## src/rtl/pipe_pkg.sv

```systemverilog
// rtl/pipe_pkg.sv - shared constants, state encoding and LFSR step for the pipe path
package pipe_pkg;

  localparam int NUM_PIPES = 5;
  localparam int Y_W       = 10;
  localparam int GAP       = 100;
  localparam int Y_MIN     = 60;
  localparam int Y_MAX     = 320;
  localparam int MAX_STEP  = 120;
  localparam int MAX_TRIES = 15;

  localparam logic [15:0] SEED      = 16'hACE1;
  // x^16 + x^14 + x^13 + x^11 + 1 in right-shifting Galois form
  localparam logic [15:0] LFSR_TAPS = 16'hB400;

  typedef enum logic [1:0] {
    FILL = 2'd0,
    IDLE = 2'd1,
    GEN  = 2'd2
  } state_t;

  function automatic logic [15:0] lfsr_next(input logic [15:0] s);
    return {1'b0, s[15:1]} ^ (s[0] ? LFSR_TAPS : 16'h0000);
  endfunction

endpackage

```

## src/rtl/pipe_height_gen_lfsr16.sv

```systemverilog
// rtl/pipe_height_gen_lfsr16.sv - 16-bit Galois LFSR with load and step enable
module lfsr16
  import pipe_pkg::*;
#(
  parameter logic [15:0] INIT = pipe_pkg::SEED
) (
  input  logic        clk,
  input  logic        rst,
  input  logic        en,
  input  logic        load,
  input  logic [15:0] load_val,
  output logic [15:0] state
);

  // load has priority so a reseed never consumes a step
  always_ff @(posedge clk or posedge rst) begin
    if (rst)       state <= INIT;
    else if (load) state <= load_val;
    else if (en)   state <= lfsr_next(state);
  end

endmodule

```

## src/rtl/pipe_height_gen.sv

```systemverilog
// rtl/pipe_height_gen.sv - gap-edge table with LFSR refill for the obstacle path
module pipe_height_gen #(
  parameter int          NUM_PIPES = pipe_pkg::NUM_PIPES,
  parameter int          Y_W       = pipe_pkg::Y_W,
  parameter int          GAP       = pipe_pkg::GAP,
  parameter int          Y_MIN     = pipe_pkg::Y_MIN,
  parameter int          Y_MAX     = pipe_pkg::Y_MAX,
  parameter int          MAX_STEP  = pipe_pkg::MAX_STEP,
  parameter int          MAX_TRIES = pipe_pkg::MAX_TRIES,
  parameter logic [15:0] SEED      = pipe_pkg::SEED
) (
  input  logic                     clk,
  input  logic                     rst,
  input  logic                     reseed,
  input  logic [15:0]              seed_val,
  input  logic                     advance,
  output logic [NUM_PIPES*Y_W-1:0] y_top,
  output logic [NUM_PIPES*Y_W-1:0] y_bot,
  output logic                     ready,
  output logic                     overflow
);

  import pipe_pkg::state_t;
  import pipe_pkg::FILL;
  import pipe_pkg::IDLE;
  import pipe_pkg::GEN;

  localparam int IW   = $clog2(NUM_PIPES);
  localparam int TW   = $clog2(MAX_TRIES + 1);
  localparam int CW   = Y_W + 1;
  localparam int MASK = (1 << $clog2(Y_MAX - Y_MIN + 1)) - 1;

  state_t         state, state_d;
  logic [Y_W-1:0] entries [NUM_PIPES];
  logic [IW-1:0]  idx;
  logic [TW-1:0]  tries;
  logic           pending;
  logic           overflow_q;
  logic [15:0]    lfsr_q;
  logic [15:0]    seed_eff;

  logic [Y_W-1:0] prev;
  logic [Y_W-1:0] fb_val;
  logic [Y_W-1:0] wr_val;
  logic [IW-1:0]  wr_idx;
  logic [CW-1:0]  cand;
  logic [CW-1:0]  prev_w;
  logic [CW-1:0]  diff;
  logic           has_prev;
  logic           accept;
  logic           busy;
  logic           give_up;
  logic           draw;
  logic           wr_en;
  logic           shift;

  assign seed_eff = (seed_val == 16'h0000) ? SEED : seed_val;
  assign overflow = overflow_q;

  lfsr16 #(.INIT(SEED)) u_lfsr (
    .clk      (clk),
    .rst      (rst),
    .en       (draw),
    .load     (reseed),
    .load_val (seed_eff),
    .state    (lfsr_q)
  );

  // candidate draw, acceptance test and the value/slot to write this cycle
  always_comb begin
    busy     = (state != IDLE);
    has_prev = (state == GEN) || (idx != '0);
    if (state == GEN)    prev = entries[NUM_PIPES-2];
    else if (idx == '0)  prev = entries[0];
    else                 prev = entries[idx - 1'b1];

    // widen by one bit so neither the offset add nor the distance wraps
    cand   = CW'(Y_MIN) + CW'(lfsr_q & 16'(MASK));
    prev_w = {1'b0, prev};
    diff   = (cand >= prev_w) ? (cand - prev_w) : (prev_w - cand);
    accept = (cand <= CW'(Y_MAX)) && (!has_prev || (diff <= CW'(MAX_STEP)));

    if (!has_prev)                 fb_val = Y_W'(Y_MIN);
    else if (prev < Y_W'(Y_MIN))   fb_val = Y_W'(Y_MIN);
    else if (prev > Y_W'(Y_MAX))   fb_val = Y_W'(Y_MAX);
    else                           fb_val = prev;

    // the fallback cycle is not a draw, so the LFSR holds while it happens
    give_up = busy && (tries == TW'(MAX_TRIES));
    draw    = busy && !give_up && !reseed;
    wr_en   = !reseed && (give_up || (draw && accept));
    wr_val  = give_up ? fb_val : cand[Y_W-1:0];
    wr_idx  = (state == GEN) ? IW'(NUM_PIPES-1) : idx;
    shift   = (state == IDLE) && (advance || pending) && !reseed;
  end

  // state register
  always_ff @(posedge clk or posedge rst) begin
    if (rst) state <= FILL;
    else     state <= state_d;
  end

  // next-state selection; reseed restarts the fill from any state
  always_comb begin
    state_d = state;
    if (reseed) begin
      state_d = FILL;
    end else begin
      case (state)
        FILL:    if (wr_en && (idx == IW'(NUM_PIPES-1))) state_d = IDLE;
        IDLE:    if (advance || pending) state_d = GEN;
        GEN:     if (wr_en) state_d = IDLE;
        default: state_d = FILL;
      endcase
    end
  end

  // ready drops while a queued advance is still waiting to be serviced
  always_comb begin
    ready = (state == IDLE) && !pending;
  end

  // table, slot index, try counter and advance bookkeeping
  always_ff @(posedge clk or posedge rst) begin
    if (rst) begin
      for (int i = 0; i < NUM_PIPES; i++) entries[i] <= Y_W'(Y_MIN);
      idx        <= '0;
      tries      <= '0;
      pending    <= 1'b0;
      overflow_q <= 1'b0;
    end else if (reseed) begin
      idx        <= '0;
      tries      <= '0;
      pending    <= 1'b0;
      overflow_q <= 1'b0;
    end else begin
      if (wr_en) begin
        entries[wr_idx] <= wr_val;
        tries           <= '0;
        if (state == FILL) idx <= idx + 1'b1;
      end else if (draw) begin
        tries <= tries + 1'b1;
      end
      if (shift) begin
        for (int i = 0; i < NUM_PIPES-1; i++) entries[i] <= entries[i+1];
        pending <= 1'b0;
      end
      // only one advance can be queued; any further one is dropped
      if (advance && !ready) begin
        if (pending) overflow_q <= 1'b1;
        else         pending    <= 1'b1;
      end
    end
  end

  // flat buses read directly by obstacle and draw logic
  always_comb begin
    for (int i = 0; i < NUM_PIPES; i++) begin
      y_top[i*Y_W +: Y_W] = entries[i];
      y_bot[i*Y_W +: Y_W] = entries[i] + Y_W'(GAP);
    end
  end

endmodule

```

## config.mk

```make
export PLATFORM = sky130hd
export DESIGN_NAME = pipe_height_gen
export DESIGN_NICKNAME = d
export VERILOG_FILES = /design/src/rtl/pipe_pkg.sv /design/src/rtl/pipe_height_gen_lfsr16.sv /design/src/rtl/pipe_height_gen.sv
export SDC_FILE = /design/constraint.sdc
export NUM_CORES = 1
export LEC_CHECK = 0
export ABC_AREA = 0
export BUFFER_PORTS_ARGS = -buffer_cell sky130_fd_sc_hd__buf_2
export CELL_PAD_IN_SITES_DETAIL_PLACEMENT = 1
export CELL_PAD_IN_SITES_GLOBAL_PLACEMENT = 2
export CORE_MARGIN = 1.5
export CORE_UTILIZATION = 37
export DETAILED_ROUTE_END_ITERATION = 12
export MAX_ROUTING_LAYER = met4
export PLACE_DENSITY_LB_ADDON = 0.08
export SYNTH_ARGS = -nofsm -noshare
export SYNTH_HDL_FRONTEND = slang
export SYNTH_SLANG_ARGS = --single-unit
```

## constraint.sdc

```tcl
create_clock -name clk -period 9.7 [get_ports clk]
set_clock_uncertainty 0.05 [all_clocks]
set_input_delay 0 -clock clk [delete_from_list [all_inputs] [get_ports clk]]
set_output_delay 0 -clock clk [all_outputs]
set_load 0.02 [all_outputs]
```

* Word-level counts from Yosys, hierarchy flattened *
Index checks and enable logic that the tools add are counted.

storage, ports and cells
  memory bits (writable) = 0
  output and inout port bits = 102
  memories = 0
  bits in read-only memories = 0
  flip-flop bits (word level) = 77
  bits in latches = 0
  word-level logic and storage cells = 117

cells by class
  reductions and logical operators = 37
  shift-type cells = 0
  add/sub/neg operators = 11
  bitwise logic cells = 4
  $lt $le $gt $ge = 8
  multiplexer cells = 38
  $mul = 0
  eq/ne operators = 8
  divide/modulo/power cells = 0

operators with widths
  operator                                                         number
  2-to-1 mux 10 bit                                                9
  2-to-1 mux 16 bit                                                4
  adder 10 x 7 -> 10 bit, second input constant                    5
  bitwise mux 50 bit                                               1
  2-to-1 mux 50 bit                                                1
  2-to-1 mux 40 bit                                                1
  binary-select mux 10 bit (select 3 bit)                          1
  demux 10 bit (select 3 bit)                                      1
  subtractor 10 x 10 -> 11 bit                                     2
  logical NOT 16 bit                                               1
  XOR 15 x 16 -> 16 bit                                            1
  logical AND 1 bit                                                12
  2-to-1 mux 3 bit                                                 4
  2-to-1 mux 4 bit                                                 3
  nonzero test 2 bit                                               6
  less-or-equal comparator 11 x 7 -> 1 bit, second input constant  1
  2-to-1 mux 11 bit                                                1
  adder 6 x 9 -> 10 bit, first input constant                      1
  greater-or-equal comparator 10 bit                               1
  greater-than comparator 10 x 9 -> 1 bit, second input constant   1
  less-or-equal comparator 10 x 9 -> 1 bit, second input constant  1
  < comparator 10 x 6 -> 1 bit, second input constant              1
  greater-or-equal comparator 4 bit, second input constant         2
  2-to-1 mux 2 bit                                                 4
  22 further kinds                                                 41

* Depth between registers and ports, before layout *
Gate-level depths: netlist of run 1.

  depth in word-level cells = 19
  gate-level depth with buffers = 22
  gate-level depth less buffers = 18

* Hierarchy *
A second synthesis of run 1 with hierarchy kept.

second synthesis, totals
  cells, all modules = 739
  area total of the unflattened synthesis = 6,583.8 um2

by module, submodules not included
  module           cells each  instances  sequential area each (um2)  area an instance (um2)
  pipe_height_gen  664         1          1,551.5                     5,775.5
  lfsr16           75          1          410.4                       808.3

* Worst setup path after synthesis of run 1 *
No wires, ideal clock.

  kind = register to register
  start = reg idx[1]
  end = reg entries, in the netlist y_top[41]
  stages on the path, launching flop included = 21
  slack = 4,676 ps
  data arrival time = 4,849 ps
  buffers on the path = 3
  clock period less this slack = 5,024 ps
  cell sequence = dfrtp_1 -> clkbuf_1 -> inv_1 -> ha_1 -> buf_2 -> buf_6 -> nor2_1 -> a31o_2 -> o221ai_1 -> nor2_1 -> a21oi_1 -> ha_1 -> a21o_1 -> a21oi_1 -> a21oi_1 -> nor3_2 -> o2111ai_1 -> o22ai_1 -> a31oi_4 -> nor2_8 -> mux2_2

on the way
  cells in the longest elaborated chain, start to end = 16
  elaborated cells between the ends (all ways) = 36

RTL lines
  what                                                                                       RTL line                RTL
  start, declared                                                                            pipe_height_gen.sv:35   logic [IW-1:0] idx;
  start signal, assigned                                                                     pipe_height_gen.sv:140  if (state == FILL) idx <= idx + 1'b1;
  subtractor 3 x 1 -> 3 bit                                                                  pipe_height_gen.sv:75   else prev = entries[idx - 1'b1];
  NOT 3 -> 4 bit (implied by the code)                                                       pipe_height_gen.sv:75
  binary-select mux 10 bit (select 3 bit)                                                    pipe_height_gen.sv:75
  2-to-1 mux 10 bit (implied by the code) (2 in series)                                      pipe_height_gen.sv:75
  2-to-1 mux 10 bit                                                                          pipe_height_gen.sv:74   else if (idx == '0) prev = entries[0];
  2-to-1 mux 10 bit                                                                          pipe_height_gen.sv:73   if (state == GEN) prev = entries[NUM_PIPES-2];
  subtractor 10 x 10 -> 11 bit / greater-or-equal comparator 10 bit (equally long branches)  pipe_height_gen.sv:80   diff = (cand >= prev_w) ? (cand - prev_w) : (prev_w - cand);
  2-to-1 mux 11 bit                                                                          pipe_height_gen.sv:80
  less-or-equal comparator 11 x 7 -> 1 bit                                                   pipe_height_gen.sv:81   accept = (cand <= CW'(Y_MAX)) && (!has_prev || (diff <= CW'(MAX_STEP)));
  logical OR 1 bit                                                                           pipe_height_gen.sv:81
  logical AND 1 bit                                                                          pipe_height_gen.sv:81
  logical AND 1 bit                                                                          pipe_height_gen.sv:91   wr_en = !reseed && (give_up || (draw && accept));
  logical OR 1 bit                                                                           pipe_height_gen.sv:91
  logical AND 1 bit                                                                          pipe_height_gen.sv:91
  AND reduction 2 bit (no line)                                                              n/a
  end signal, assigned by index                                                              pipe_height_gen.sv:138  entries[wr_idx] <= wr_val;
  end, declared                                                                              pipe_height_gen.sv:34   logic [Y_W-1:0] entries [NUM_PIPES];

Parallel ways exist; a longest one is shown, timed or not. The select of a mux whose other input is x is not followed.
A chain may end at the register's enable or synchronous reset.

* Worst setup path in the final report of run 1 *
  start = reg idx[0]
  end = reg entries, in the netlist y_top[20]

on the way
  cells in the longest elaborated chain, start to end = 17
  elaborated cells between the ends (all ways) = 39

RTL lines
  what                                                                                       RTL line
  subtractor 3 x 1 -> 3 bit                                                                  pipe_height_gen.sv:75
  NOT 3 -> 4 bit (implied by the code)                                                       pipe_height_gen.sv:75
  binary-select mux 10 bit (select 3 bit)                                                    pipe_height_gen.sv:75
  2-to-1 mux 10 bit (implied by the code) (2 in series)                                      pipe_height_gen.sv:75
  2-to-1 mux 10 bit                                                                          pipe_height_gen.sv:74
  2-to-1 mux 10 bit                                                                          pipe_height_gen.sv:73
  subtractor 10 x 10 -> 11 bit / greater-or-equal comparator 10 bit (equally long branches)  pipe_height_gen.sv:80
  2-to-1 mux 11 bit                                                                          pipe_height_gen.sv:80
  less-or-equal comparator 11 x 7 -> 1 bit                                                   pipe_height_gen.sv:81
  logical OR 1 bit                                                                           pipe_height_gen.sv:81
  logical AND 1 bit                                                                          pipe_height_gen.sv:81
  logical AND 1 bit                                                                          pipe_height_gen.sv:91
  logical OR 1 bit                                                                           pipe_height_gen.sv:91
  logical AND 1 bit                                                                          pipe_height_gen.sv:91
  nonzero test 2 bit (no line)                                                               n/a
  AND reduction 2 bit (no line)                                                              n/a

Parallel ways exist; a longest one is shown, timed or not. The select of a mux whose other input is x is not followed.

==> impl_metrics.ini, run 1 <==
[cells_and_area]
fillers = 2096
final_cell_area_sq_um = 7790
nNetsFinal = 930
drive_above_1_share_pct = 23.9
multi_input_area_sq_um = 4180
layoutNonFillerInstCount = 1109
n_antenna_cell = 0
seqCellArea_sq_um = 1960
synthToLayoutAreaGrowth_pct = 18.2

[sta]
final_max_slew_viol_count = 0
setup_viol = 0
fmax_mhz = 133
tns_ps = 0
slew_headroom_pct = 23.3
hold_viol = 0
fin_crit_sh_pct = 77.5
tightest_slew_ps = 1150
layout_min_cycle_time_ps = 7520
rsz0062_at_grt = false

[placed_design]
place_inst = 1075
gp_routability_congestion = 0.958
io_buffers = 121
place_hpwl_um = 20100
placed_area_sq_um = 7260

[yosys]
ys_seq_elements = 77
ys_top_cells_by_area = dfrtp_1 19%, dfstp_2 11%, ha_1 5.9%
synthFlopType = dfrtp_1
synth_async_sr_flop_share_pct = 100
synthTopCellsByCount = 77 x nand2_1, 59 x nor2_1, 50 x inv_1, 49 x a21oi_1, 49 x dfrtp_1
synthMostInstantiatedCell = nand2_1
netlist.area_leader.share_pct = 18.6
yosys.cell_types.count = 75
syn_avg_cell_area_sq_um = 8.53
synth_top_cell_by_area = dfrtp_1
syn_inst = 773
synth_warnings = 0
seq_area_frac_synth_pct = 29.8
synth_fp_nets = 824
synth_edf_count = 0
synthesis.area_sq_um = 6590

[global_routing]
track_usage_pct = 30.3
grt_pass1_wl_um = 40700
grt_overflow = 0
grt_pass1_vias = 6734
grt_max_degree = 78
antenna_found_initial = 0

[setup_path]
path_cells = clkinv_1 > ha_1 > nand2_1 > nor3_1 > a21oi_1 > a211oi_1 > a21oi_1 > ha_1 > o21a_1 > o31ai_2 > a21oi_1 > a2111oi_0 > a211oi_1 > o22ai_1 > a31o_2 > a21oi_1 > a221o_1
reg2reg_slack_ps = 2180
cp_data_arrival_time_ps = 7710
cpPeakStageDelay_ps = 1190
cp_max_fo = 26
cpMostUsedCell = a21oi_1
critPathTopFamily = compound AO/OA/AOI/OAI gates
worstSetupEndpointType = flop
cp-start-kind = flop
worstSetupPathType = flop to flop
crit_slowest_cell = ha_1
cp_data_required_time_ps = 9890
cp.buffers_inverters = 1

[routing]
firstDrtPassIters = 7
vias = 6649
drcViolationCount = 0
drt_iter0_markers = 436
wl_per_cell_um = 24.1
routed_via_density = 6.00
final_antenna_net_count = 0
drt_wl_total_um = 26700

[power_and_ir_drop]
power.leakage_nw = 3.46
pwr_density_cell_nw_per_um2 = 400
peakVddDrop_mv = 0.204

[cts]
h-tree-depth = 3
cts.clk_slew.worst_paths_ps = 60
cts-root-buf = clkbuf_16
numCtsBuffers = 9
cts_buffer_depth = 2
cts_tree = built
clock-sinks = 77
worstSkewPairLatency_ps = 360

[run_status]
status = finished, final reports clean

[floorplanning]
core_sq_um = 17400
start_util_pct = 38.0
die_y_um = 136
die_area_sq_um = 18600
rows = 48
dieWidth_um = 136
io_pins = 122

[job]
max_cap_violations = 0

[hold_path]
min_path_type = primary input to flop
==> per-stage QoR <==
stage	hold slack (ps)	total power [mW]	setup WS [ps]	utilization (%)
after global routing	198	3.32	1690	44.9
after CTS	135	3.11	2310	44.9
after detailed placement	188	2.69	2350	41.9
after floorplan	71.0	2.06	4680	-
final	130	3.12	2180	44.9
after global placement	184	2.64	2590	41.9
==> layout by cell type, fill, tap and decap left out, types with 28 or more instances in the layout <==
master and count:
buf_2 121, nand2_1 77, nor2_1 58, a21oi_1 49
inv_1 49, dfrtp_1 49, o21ai_0 36, xnor2_1 33
ha_1 31, mux2i_1 29, dfstp_2 28
==> flip-flops by register name, indices dropped and copies added (netlist names) <==
register,cells
y_top,50
u_lfsr.state,16
tries,4
idx,3
state,2
overflow,1
pending,1
==> path summary, 6_finish.rpt <==
check | depth (start not counted) | endpoint | from
min in group asynchronous | 4 | y_top[47] | rst
max in group asynchronous | 4 | tries[0] | rst
min reg2reg | 2 | u_lfsr.state[13] | u_lfsr.state[13]
max reg2reg | 17 | y_top[20] | idx[0]
max | 17 | y_top[20] | idx[0]
min | 2 | overflow | reseed
==> timing repair <==
item / CTS / global route
hold endpoints to repair: 69 / 0
hold buffers: 18 / 0
resized for setup: 0 / 0
setup buffers: 0 / 0
==> layout make-up <==
type	instances	area share (%)
multi-input combinational	595	53.6
sequential	77	25.2
timing repair buffer	145	10.7
tap	225	3.61
clock buffer	9	2.89
inverter	51	2.47
clock inverter	7	1.56
==> worst register-to-register path: stages (launching register included) <==
cell       delay [ps]
dfrtp_1           880
clkinv_1          490
ha_1             1190
nand2_1           450
nor3_1            240
a21oi_1            70
a211oi_1          510
a21oi_1           180
ha_1              410
o21a_1            230
o31ai_2           100
a21oi_1           190
a2111oi_0         540
a211oi_1          120
o22ai_1           570
a31o_2            480
a21oi_1           340
a221o_1           390
==> report_power, final <==
| group | internal [mW] | switching (mW) |
|---|---|---|
| Sequential | 0.434 | 0.223 |
| Clock | 0.253 | 0.153 |
| Combinational | 0.745 | 1.31 |
| Total | 1.43 | 1.69 |
==> cells by family after synthesis <==
kind of cell / after synthesis / synth area share, %
fa+ha+maj: 31 / 5.89
flops: 77 / 29.8
simple gates: 255 / 19.4
xor+xnor: 46 / 6.11
buf+inv: 101 / 6.87
compound gates: 221 / 24.8
mux: 42 / 7.14
==> layer usage <==
metal	part of all wire, %	track usage [%]
met1	48	41.9
met2	46	46.5
met3	5.4	4.77
met4	1.5	7.09
met5	0	-
Note: power is estimated with default switching activity, not from simulation.
==> inputs of run 2 (changes only) <==
--- a/config.mk
+++ b/config.mk
@@ -10,7 +10,7 @@
 export CELL_PAD_IN_SITES_DETAIL_PLACEMENT = 1
 export CELL_PAD_IN_SITES_GLOBAL_PLACEMENT = 2
 export CORE_MARGIN = 1.5
-export CORE_UTILIZATION = 37
+export CORE_UTILIZATION = 34
 export DETAILED_ROUTE_END_ITERATION = 12
 export MAX_ROUTING_LAYER = met4
 export PLACE_DENSITY_LB_ADDON = 0.08
==> constraint.sdc (replaced) <==
create_clock -name clk -period 7.1 [get_ports clk]
set_clock_uncertainty 0.05 [all_clocks]
set_input_delay 0 -clock clk [delete_from_list [all_inputs] [get_ports clk]]
set_output_delay 0 -clock clk [all_outputs]
set_load 0.02 [all_outputs]
==> run 2 against run 1 <==
  * Maximum frequency up 15%
  * Sequential power up 32%
  * Register-to-register slack worse by 1600 ps
  * Highest routed layer unchanged
  * Design area up 0.90%
  * Non-clock buffer count up 2
  * Critical path depth up 1
  * Largest cell class unchanged
  * Critical path type unchanged
  * Worst setup slack worse by 1600 ps
  * Die area up 8.6%
==> impl_metrics.ini, run 2 (synthesized netlist as in run 1, its figures left out) <==
[power_and_ir_drop]
pwr-share-seq_pct = 20.4
peakVddDrop_mv = 0.157
switchingPower_mw = 2.28
internal_power_mw = 1.98
power.leakage_nw = 3.48
p_sw_share_pct = 53.4
p_comb_share_pct = 66.3
pwr_density_cell_nw_per_um2 = 542
p_clk_share_pct = 13.4

[cells_and_area]
drive_above_1_share_pct = 24.0
final_common_cell = buf_2
nNetsFinal = 932
largest_reg_flops = 50
final_cell_area_sq_um = 7860
multi_input_area_sq_um = 4180
fillers = 2262
fin_util_pct = 41.7
most-common-layout-cells = 121 x buf_2, 77 x nand2_1, 58 x nor2_1
synthToLayoutAreaGrowth_pct = 19.3
n_antenna_cell = 0
seqCellArea_sq_um = 1960

[cts]
numCtsBuffers = 9
cts.clk_slew.worst_paths_ps = 70
cts_buffer_depth = 2
cts-root-buf = clkbuf_16
h-tree-depth = 3
cts_tree = built
worstSkewPairLatency_ps = 360
clock-sinks = 77

[sta]
final_max_slew_viol_count = 0
post-route-worst-setup-slack_ps = 581
fmax_mhz = 153
tightest_slew_ps = 1200
tns_ps = 0
layout_min_cycle_time_ps = 6520
setup_viol = 0
hold_viol = 0
fin_crit_sh_pct = 91.8
slew_headroom_pct = 19.6
rsz0062_at_grt = false

[setup_path]
cp_max_fo = 15
reg2reg_from = idx[1]
worstSetupPathType = flop to flop
reg2reg_depth = 18
cp-start-kind = flop
cp_data_arrival_time_ps = 6700
reg2reg_slack_ps = 580
cp_data_required_time_ps = 7290
worstSetupEndpointType = flop
r2r-end = y_top[27]

[routing]
drt_wl_total_um = 25900
final_antenna_net_count = 0
drcViolationCount = 0
firstDrtPassIters = 5
routed_via_density = 5.73
drt_iter0_markers = 387
vias = 6561
wl_per_cell_um = 22.6

[run_status]
status = finished, final reports clean

[hold_path]
min_from = reseed
min_path_type = primary input to flop
min_to = u_lfsr.state[9]
whs_path_depth = 3

[floorplanning]
core_sq_um = 18800
rows = 50
io_pins = 122
die_area_sq_um = 20200
start_util_pct = 35.0
die_y_um = 142
dieWidth_um = 142

[global_routing]
antenna_found_initial = 0
track_usage_pct = 26.5
grt_pass1_vias = 6579
grt_max_degree = 78
grt_overflow = 0
grt_pass1_wl_um = 39400

[placed_design]
placed_area_sq_um = 7320
place_hpwl_um = 19700
io_buffers = 121
pre_cts_ws_ps = 671
gp_routability_congestion = 0.934

[job]
max_cap_violations = 0
-- run 2: changes by cell type in the layout (fill, tap and decap cells not counted), sizes merged --
| cell | before | now |
|---|---|---|
| clkbuf | 9 | 10 |
| buf | 127 | 129 |
| clkinv | 5 | 4 |
-- run 2: power groups by stage --
| stage | Combinational [mW] | Clock, mW | Sequential, mW |
|---|---|---|---|
| detailed placement | 2.80 | 0 | 0.869 |
| global route | 3.06 | 0.595 | 0.886 |
| finish | 2.82 | 0.570 | 0.868 |
| CTS | 2.82 | 0.577 | 0.861 |
| global placement | 2.77 | 0 | 0.867 |
| floorplan | 1.96 | 0 | 0.858 |
-- run 2: final cells by class --
| cell class | count | area share [%] |
|---|---|---|
| sequential | 77 | 25.0 |
| clock inverter | 6 | 1.51 |
| tap | 260 | 4.14 |
| timing repair buffer | 147 | 10.8 |
| multi-input combinational | 595 | 53.1 |
| clock buffer | 10 | 3.04 |
| inverter | 51 | 2.45 |
-- run 2: worst max path at each step --
stage / startpoint / end / cells past startpoint / slack, ps
2_1_floorplan: idx[1] / y_top[41] / 20 / 2080
3_3_place_gp: idx[1] / y_top[21] / 18 / 840
3_5_place_dp: idx[1] / y_top[37] / 18 / 670
4_1_cts: idx[1] / y_top[37] / 18 / 650
5_1_grt: idx[1] / y_top[27] / 18 / 190
6_report: idx[1] / y_top[27] / 18 / 580
-- run 2: layer usage --
layer  track usage (%)  vias up  share of wire, %
met5                 -        -                 0
met4              5.48        0               1.2
met3              3.94       20               3.8
met2              40.7      167                46
met1              37.0     3325                50
li1                  -     3049                 -
-- run 2: repair_timing --
item                                   in CTS  in global routing
endpoints found under the hold margin      68                  0
resized for setup                           0                  0
buffers inserted                            0                  0
hold buffers                               18                  0
-- run 2: per-stage QoR --
step | hold slack, ps | total power, mW | std cells
floorplan | 71.0 | 2.82 | 773
global placement | 185 | 3.63 | 1112
detailed placement | 188 | 3.67 | 1112
CTS | 149 | 4.26 | 1146
global route | 185 | 4.54 | 1146
finish | 149 | 4.26 | 1146
-- run 2: critical path, stage by stage, from the launching register on --
cell	delay [ps]
dfrtp_1	600
inv_1	280
ha_1	640
buf_4	330
mux2i_1	320
o22ai_1	120
o221ai_1	170
nor2_1	90
a21oi_1	420
ha_1	400
a21o_1	190
a21oi_1	280
a21oi_1	160
nor3_2	330
mux2i_1	150
a211oi_2	590
a31o_2	500
a21oi_1	350
a221o_1	400
